**config.mk**
```make
export PLATFORM = sky130hd
export DESIGN_NAME = cdb_arbiter
export DESIGN_NICKNAME = d
export VERILOG_FILES = /design/src/rtl/cdb_arbiter.sv
export SDC_FILE = /design/constraint.sdc
export NUM_CORES = 1
export LEC_CHECK = 0
export BUFFER_PORTS_ARGS = -buffer_cell sky130_fd_sc_hd__buf_2
export CAP_MARGIN = 10
export CORE_MARGIN = 8
export CORE_UTILIZATION = 32
export CTS_CLUSTER_SIZE = 16
export DETAILED_ROUTE_END_ITERATION = 8
export SETUP_SLACK_MARGIN = 0.02
export SLEW_MARGIN = 20
export SYNTH_ARGS = -nofsm -noshare
export SYNTH_HDL_FRONTEND = slang
export SYNTH_SLANG_ARGS = --single-unit
```
**constraint.sdc**
```tcl
create_clock -name clk_in -period 3.7 [get_ports clk_in]
set_clock_uncertainty 0.1 [all_clocks]
set_input_delay 1.11 -clock clk_in [delete_from_list [all_inputs] [get_ports clk_in]]
set_output_delay 1.11 -clock clk_in [all_outputs]
set_load 0.05 [all_outputs]
```
**src/rtl/cdb_arbiter.sv**
```systemverilog
// rtl/cdb_arbiter.sv - common data bus arbiter: two result FIFOs, round-robin pop, registered broadcast
module cdb_arbiter #(
  parameter int TAG_W = 4,
  parameter int DEPTH = 4,
  parameter int PTR_W = 2
) (
  input  logic             clk_in,
  input  logic             rst_in,
  input  logic             rdy_in,
  input  logic             clear_in,
  input  logic             alu_valid,
  input  logic [TAG_W-1:0] alu_tag,
  input  logic [31:0]      alu_value,
  output logic             alu_ready,
  input  logic             lsb_valid,
  input  logic [TAG_W-1:0] lsb_tag,
  input  logic [31:0]      lsb_value,
  output logic             lsb_ready,
  output logic             cdb_valid,
  output logic [TAG_W-1:0] cdb_tag,
  output logic [31:0]      cdb_value,
  output logic             cdb_src
);

  localparam int ENT_W = TAG_W + 32;
  localparam logic [PTR_W:0] FULL_CNT = (PTR_W+1)'(DEPTH);

  // Index 0 is the ALU path, index 1 the load-store buffer.
  logic [ENT_W-1:0] mem [2][DEPTH];
  logic [PTR_W-1:0] head [2];
  logic [PTR_W-1:0] tail [2];
  logic [PTR_W:0]   count [2];
  logic             last_grant;

  logic [1:0]       in_valid;
  logic [ENT_W-1:0] in_data [2];
  logic [1:0]       ready;
  logic [1:0]       push;
  logic [1:0]       pop;
  logic [1:0]       nonempty;
  logic             grant;

  always_comb begin
    in_valid   = {lsb_valid, alu_valid};
    in_data[0] = {alu_tag, alu_value};
    in_data[1] = {lsb_tag, lsb_value};
    for (int i = 0; i < 2; i++) begin
      nonempty[i] = (count[i] != '0);
      ready[i]    = rdy_in && (count[i] != FULL_CNT);
      push[i]     = in_valid[i] && ready[i] && !clear_in;
    end
    // On a tie the requester that did not win last time is served.
    grant = (nonempty == 2'b11) ? ~last_grant : nonempty[1];
    pop   = 2'b00;
    if (rdy_in && !clear_in && (nonempty != 2'b00))
      pop[grant] = 1'b1;
  end

  assign alu_ready = ready[0];
  assign lsb_ready = ready[1];

  always_ff @(posedge clk_in) begin
    for (int i = 0; i < 2; i++)
      if (push[i])
        mem[i][tail[i]] <= in_data[i];
  end

  always_ff @(posedge clk_in) begin
    if (rst_in) begin
      for (int i = 0; i < 2; i++) begin
        head[i]  <= '0;
        tail[i]  <= '0;
        count[i] <= '0;
      end
      last_grant <= 1'b1;
      cdb_valid  <= 1'b0;
      cdb_tag    <= '0;
      cdb_value  <= '0;
      cdb_src    <= 1'b0;
    end else if (rdy_in) begin
      if (clear_in) begin
        for (int i = 0; i < 2; i++) begin
          head[i]  <= '0;
          tail[i]  <= '0;
          count[i] <= '0;
        end
        cdb_valid <= 1'b0;
      end else begin
        for (int i = 0; i < 2; i++) begin
          if (push[i])
            tail[i] <= tail[i] + 1'b1;
          if (pop[i])
            head[i] <= head[i] + 1'b1;
          count[i] <= count[i] + {{PTR_W{1'b0}}, push[i]} - {{PTR_W{1'b0}}, pop[i]};
        end
        cdb_valid <= |pop;
        // Payload holds its last value when nothing is granted.
        if (|pop) begin
          cdb_tag    <= mem[grant][head[grant]][ENT_W-1:32];
          cdb_value  <= mem[grant][head[grant]][31:0];
          cdb_src    <= grant;
          last_grant <= grant;
        end
      end
    end
  end

endmodule

```
==> Yosys cells after proc, flatten, opt, wreduce, memory -nomap -nowiden <==
Memories as Yosys holds them, arrays and structs flattened.
Cells that the tools add are included.
{ "word_totals": {"register_bits": 39, "ramBits": 302, "inputBits": 78, "out_inout_bits": 40, "elab_cells": 117, "mem_count": 4} }
{ "classes": {"n_addsub": 8, "n_lt_le_gt_ge": 7, "n_eq_ne": 3, "n_mux": 56, "bitwise": 17, "n_reduce_logical": 17} }
{ "memory_table": {"columns": ["memory", "words", "width", "rd", "rd_clocked_by_memory_dff", "write_ports", "line", "text"], "rows": [
  ["mem", 2, 144, 1, 0, 2, "29", "logic [ENT_W-1:0] mem [2][DEPTH];"],
  ["count", 2, 3, 2, 0, 2, "32", "logic [PTR_W:0] count [2];"],
  ["head", 2, 2, 3, 0, 2, "30", "logic [PTR_W-1:0] head [2];"],
  ["tail", 2, 2, 2, 0, 2, "31", "logic [PTR_W-1:0] tail [2];"]
]} }
{ "ops": {"columns": ["cell", "n"], "rows": [
  ["2-to-1 mux 144 bit", 2],
  ["demux 36 bit (select 2 bit)", 2],
  ["2-to-1 mux 36 bit", 4],
  ["binary-select mux 36 bit (select 2 bit)", 1],
  ["2-to-1 mux 1 bit", 33],
  ["2-to-1 mux 2 bit", 9],
  ["2-to-1 mux 3 bit", 4],
  ["OR 1 bit", 12],
  ["logical AND 1 bit", 11],
  [">= comparator 3 bit, second input constant", 3],
  ["inverter 2 -> 3 bit", 3],
  ["adder 2 x 1 -> 2 bit, second input constant", 4],
  ["adder 3 x 1 -> 3 bit", 2],
  ["< comparator 3 x 1 -> 1 bit, second input constant", 2],
  ["inequality test 3 bit, second input constant", 2],
  ["nonzero test 3 bit", 2],
  ["subtractor 3 x 1 -> 3 bit", 2],
  ["AND reduction 3 bit", 1],
  ["equality test 2 bit, second input constant", 1],
  ["< comparator 1 x 2 -> 1 bit, second input constant", 1],
  ["inverter 1 bit", 2],
  ["nonzero test 2 bit", 1],
  ["OR reduction 2 bit", 1],
  ["demux 1 bit (select 1 bit)", 1],
  ["other kinds (2)", 2]
]} }

==> Longest topological paths before layout <==
{ "logic_depth": {"depth_word": 14, "mapped_depth": 13, "ltp_nobuf": 10} }

==> Worst setup path after synthesis <==
OpenSTA, ideal clock, no wires.
{ "synth_timing": {"kind": "input port to flip-flop", "start": "in rdy_in", "end": "mem count[0][5] in the netlist's numbering, data pin", "setup_time_ns": 0.254, "arrival_ns": 2.789, "required_time_ns": 3.346, "setup_slack_ns": 0.556, "stages": 10, "n_path_buf": 1, "cell_sequence": "nor2b_1 > o21a_1 > buf_6 > nand2_2 > xnor2_1 > ha_1 > fa_1 > xnor2_1 > xnor2_1 > nor2_1"} }
{ "synth_rtl": {"columns": ["item", "line", "text"], "rows": [
  ["start, declared", "9", "input logic rdy_in,"],
  ["end, declared", "32", null]
]} }

==> summary.txt <==
number of H-tree levels -> 2
Fillers -> 3714
CTS Hold Buffers Added -> 0
DRT iter0 DRCs -> 349
status -> complete, no violations
pre-CTS setup slack -> 0.360 ns
mapped cell area -> 13300 um^2
final hold viol count -> 0
sequential cell area fraction in the yosys report -> 0.743
post-cts sizing count -> 0
gpl congestion -> 0.812
number of clock sinks -> 341
number of routed nets with antenna violations -> 0
post-layout util -> 0.387
CP peak stage delay -> 0.51 ns
vias -> 6525
IO Pins -> 118
Clock Latency Late Sink -> 0.53 ns
CP top delay family -> simple AND/OR/NAND/NOR gates
Post-synth ARST share -> 0
slowest stage cell, crit path -> or3b_2
post-synthesis sequential element count -> 341
VDD IR-drop max -> 0.000409 V
final setup fails -> 0
critical-path cell list -> or3b_2 > and2_1 > buf_2
Slew HR -> 0.383
hold slack -> 0.352 ns
Lkg Pwr -> 5.28 nW
DP Wirelength -> 18500 um
Buf/Inv on CP -> 1
root buffer cell -> clkbuf_16
number of global-route vias before repair -> 6888
Yosys cell types -> 32
Max Freq -> 329 MHz
RSZ-0062 raised after global routing -> no
Power Dens Cells -> 561 nW/um^2
CTS max path bufs -> 3
nets -> 909
share of layout cells above drive strength 1 -> 0.365
Post-Syn Area per Cell -> 19.4 um^2
wire per inst -> 20.7 um
CP Max Fanout -> 4
antenna violations before repair -> 6
GR Overflow Total -> 0
Non-Filler Instances -> 1380
Critical Path RT -> 2.49 ns
Setup WS post-layout -> 0.659 ns
crit path DAT -> 1.83 ns
Hold Path Class -> flop to flop
Final Cycle Share -> 0.822
CTS Buf Count -> 37
drt total wl -> 28500 um
Setup Buffers After CTS -> 0
synthesis warning total -> 0
setup TNS -> 0 ns
Area Growth Syn to Fin -> 19.1%
die area -> 48200 um^2
CTS tree -> built
TritonRoute pass-1 iters -> 6
Die W -> 220 um
Most used DFF post-synth -> edfxtp_1
# Max-Cap Violations -> 0
clock-pin transition on the worst setup and hold timing paths -> 0.06 ns
port bufs -> 117
first-pass GRT wire length -> 42500 um
Post-Syn Nets -> 773
Tot GR Track Use -> 0.118
final worst path period need -> 3.04 ns
Core ar. -> 40800 um^2
largest net degree at the start of global routing -> 73
Crit. End Element -> output pin
Critical Path Start Type -> flop
FP Rows -> 74
placed cell count -> 1311
EDFF count, synth -> 302
worst-margin pin slew -> 0.926 ns
WS Path Type -> flop to output pin
Syn Inst Count -> 682
routed vias/inst -> 4.73
DR DRC count -> 0
chip height -> 220 um
Initial Util -> 0.325
max-slew violation count -> 0
## state kept, by name (all words and copies together), names as in the netlist
register,cells
mem,288
cdb_value,32
count,6
cdb_tag,4
head,4
tail,4
cdb_src,1
cdb_valid,1
last_grant,1
## kinds of logic (layout without fill, tap and decap cells)
group           Yosys count  count (layout)  synth area share
compound gates           47              47            0.0459
mux                      72              72             0.122
fa+ha+maj                13              13            0.0134
buf+inv                  50             214            0.0211
simple gates            152             152            0.0495
xor+xnor                  7               7           0.00463
other cells               0               2                 0
flops                   341             341             0.743
## worst register-to-register path, delay by kind of cell, from the launching register on
kind | cells | cell delay, ns
AO/OA/AOI/OAI | 1 | 0.22
XOR/XNOR | 2 | 0.33
adder cells (fa/ha/maj) | 3 | 0.84
buffers and inverters | 1 | 0.04
flip-flops | 1 | 0.43
AND/OR/NAND/NOR | 3 | 0.62
## placed cells by master, fill, tap and decap left out, types with 3 or more instances in the layout
cell type,instances
a21oi_1,4
a311oi_2,36
and2_1,9
and2_2,8
buf_12,9
buf_2,117
buf_4,9
bufinv_16,4
clkbuf_1,9
clkbuf_16,41
clkinv_1,7
clkinv_2,4
dfxtp_1,39
edfxtp_1,302
ha_1,11
inv_1,12
mux4_2,72
nand2_1,76
nor2_1,41
nor3_1,4
or3_1,3
xnor2_1,7
## area by class of cell
cell class	instances	area, um^2	area share
diodes	2	5.00	0.000317
clock buffers	51	1070	0.0680
repair buffers	135	833	0.0528
multi-input cells	291	3140	0.199
flip-flops and latches	341	9850	0.624
inverters	12	45.0	0.00285
clock inverters	16	175	0.0111
well taps	532	666	0.0422
## final timing paths
kind	start	endpoint	slack, ns	cells after the start
worst max-delay path	count[0][0]	alu_ready	0.66	3
worst min-delay path	cdb_src	cdb_src	0.35	2
worst max register to register	count[0][3]	count[0][2]	0.88	10
worst min register to register	cdb_src	cdb_src	0.35	2
## routing by layer
layer,GRT usage,vias up,part of all wire
met5,0,-,0.0016
met4,0.0309,8,0.017
met3,0.0354,47,0.063
met2,0.198,145,0.50
met1,0.148,3346,0.42
li1,-,2979,-
## metrics by stage
| step | total power, mW | cell area, um^2 |
|---|---|---|
| 2_1_floorplan | 4.97 | 13300 |
| 3_3_place_gp | 5.22 | 14500 |
| 3_5_place_dp | 5.23 | 14500 |
| 4_1_cts | 8.99 | 15800 |
| 5_1_grt | 9.19 | 15800 |
| 6_report | 8.86 | 15800 |
## Yosys cell counts, types with 2 or more instances
cell / count / share of area
a311oi_2: 36 / 0.041
buf_4: 10 / 0.0057
fa_1: 2 / 0.0030
clkbuf_1: 11 / 0.0031
nor2b_1: 2 / 0.00094
ha_1: 11 / 0.010
nand2_1: 76 / 0.022
edfxtp_1: 302 / 0.68
o21ai_0: 2 / 0.00076
a21oi_1: 4 / 0.0015
nand2b_1: 2 / 0.00094
nand3_1: 2 / 0.00076
buf_6: 5 / 0.0042
or3_1: 3 / 0.0014
nor2_1: 41 / 0.012
xnor2_1: 7 / 0.0046
dfxtp_1: 39 / 0.059
nand2_2: 2 / 0.00094
buf_2: 10 / 0.0038
inv_1: 12 / 0.0034
nor3_1: 4 / 0.0015
mux4_2: 72 / 0.12
or3b_2: 2 / 0.0013
and2_1: 17 / 0.0080
## report_power, final
part	switching [mW]	internal [mW]
sequential	0.0502	4.28
clock	1.43	2.31
combinational	0.506	0.285
total	1.98	6.88
Note: power is estimated with default switching activity, not from simulation.
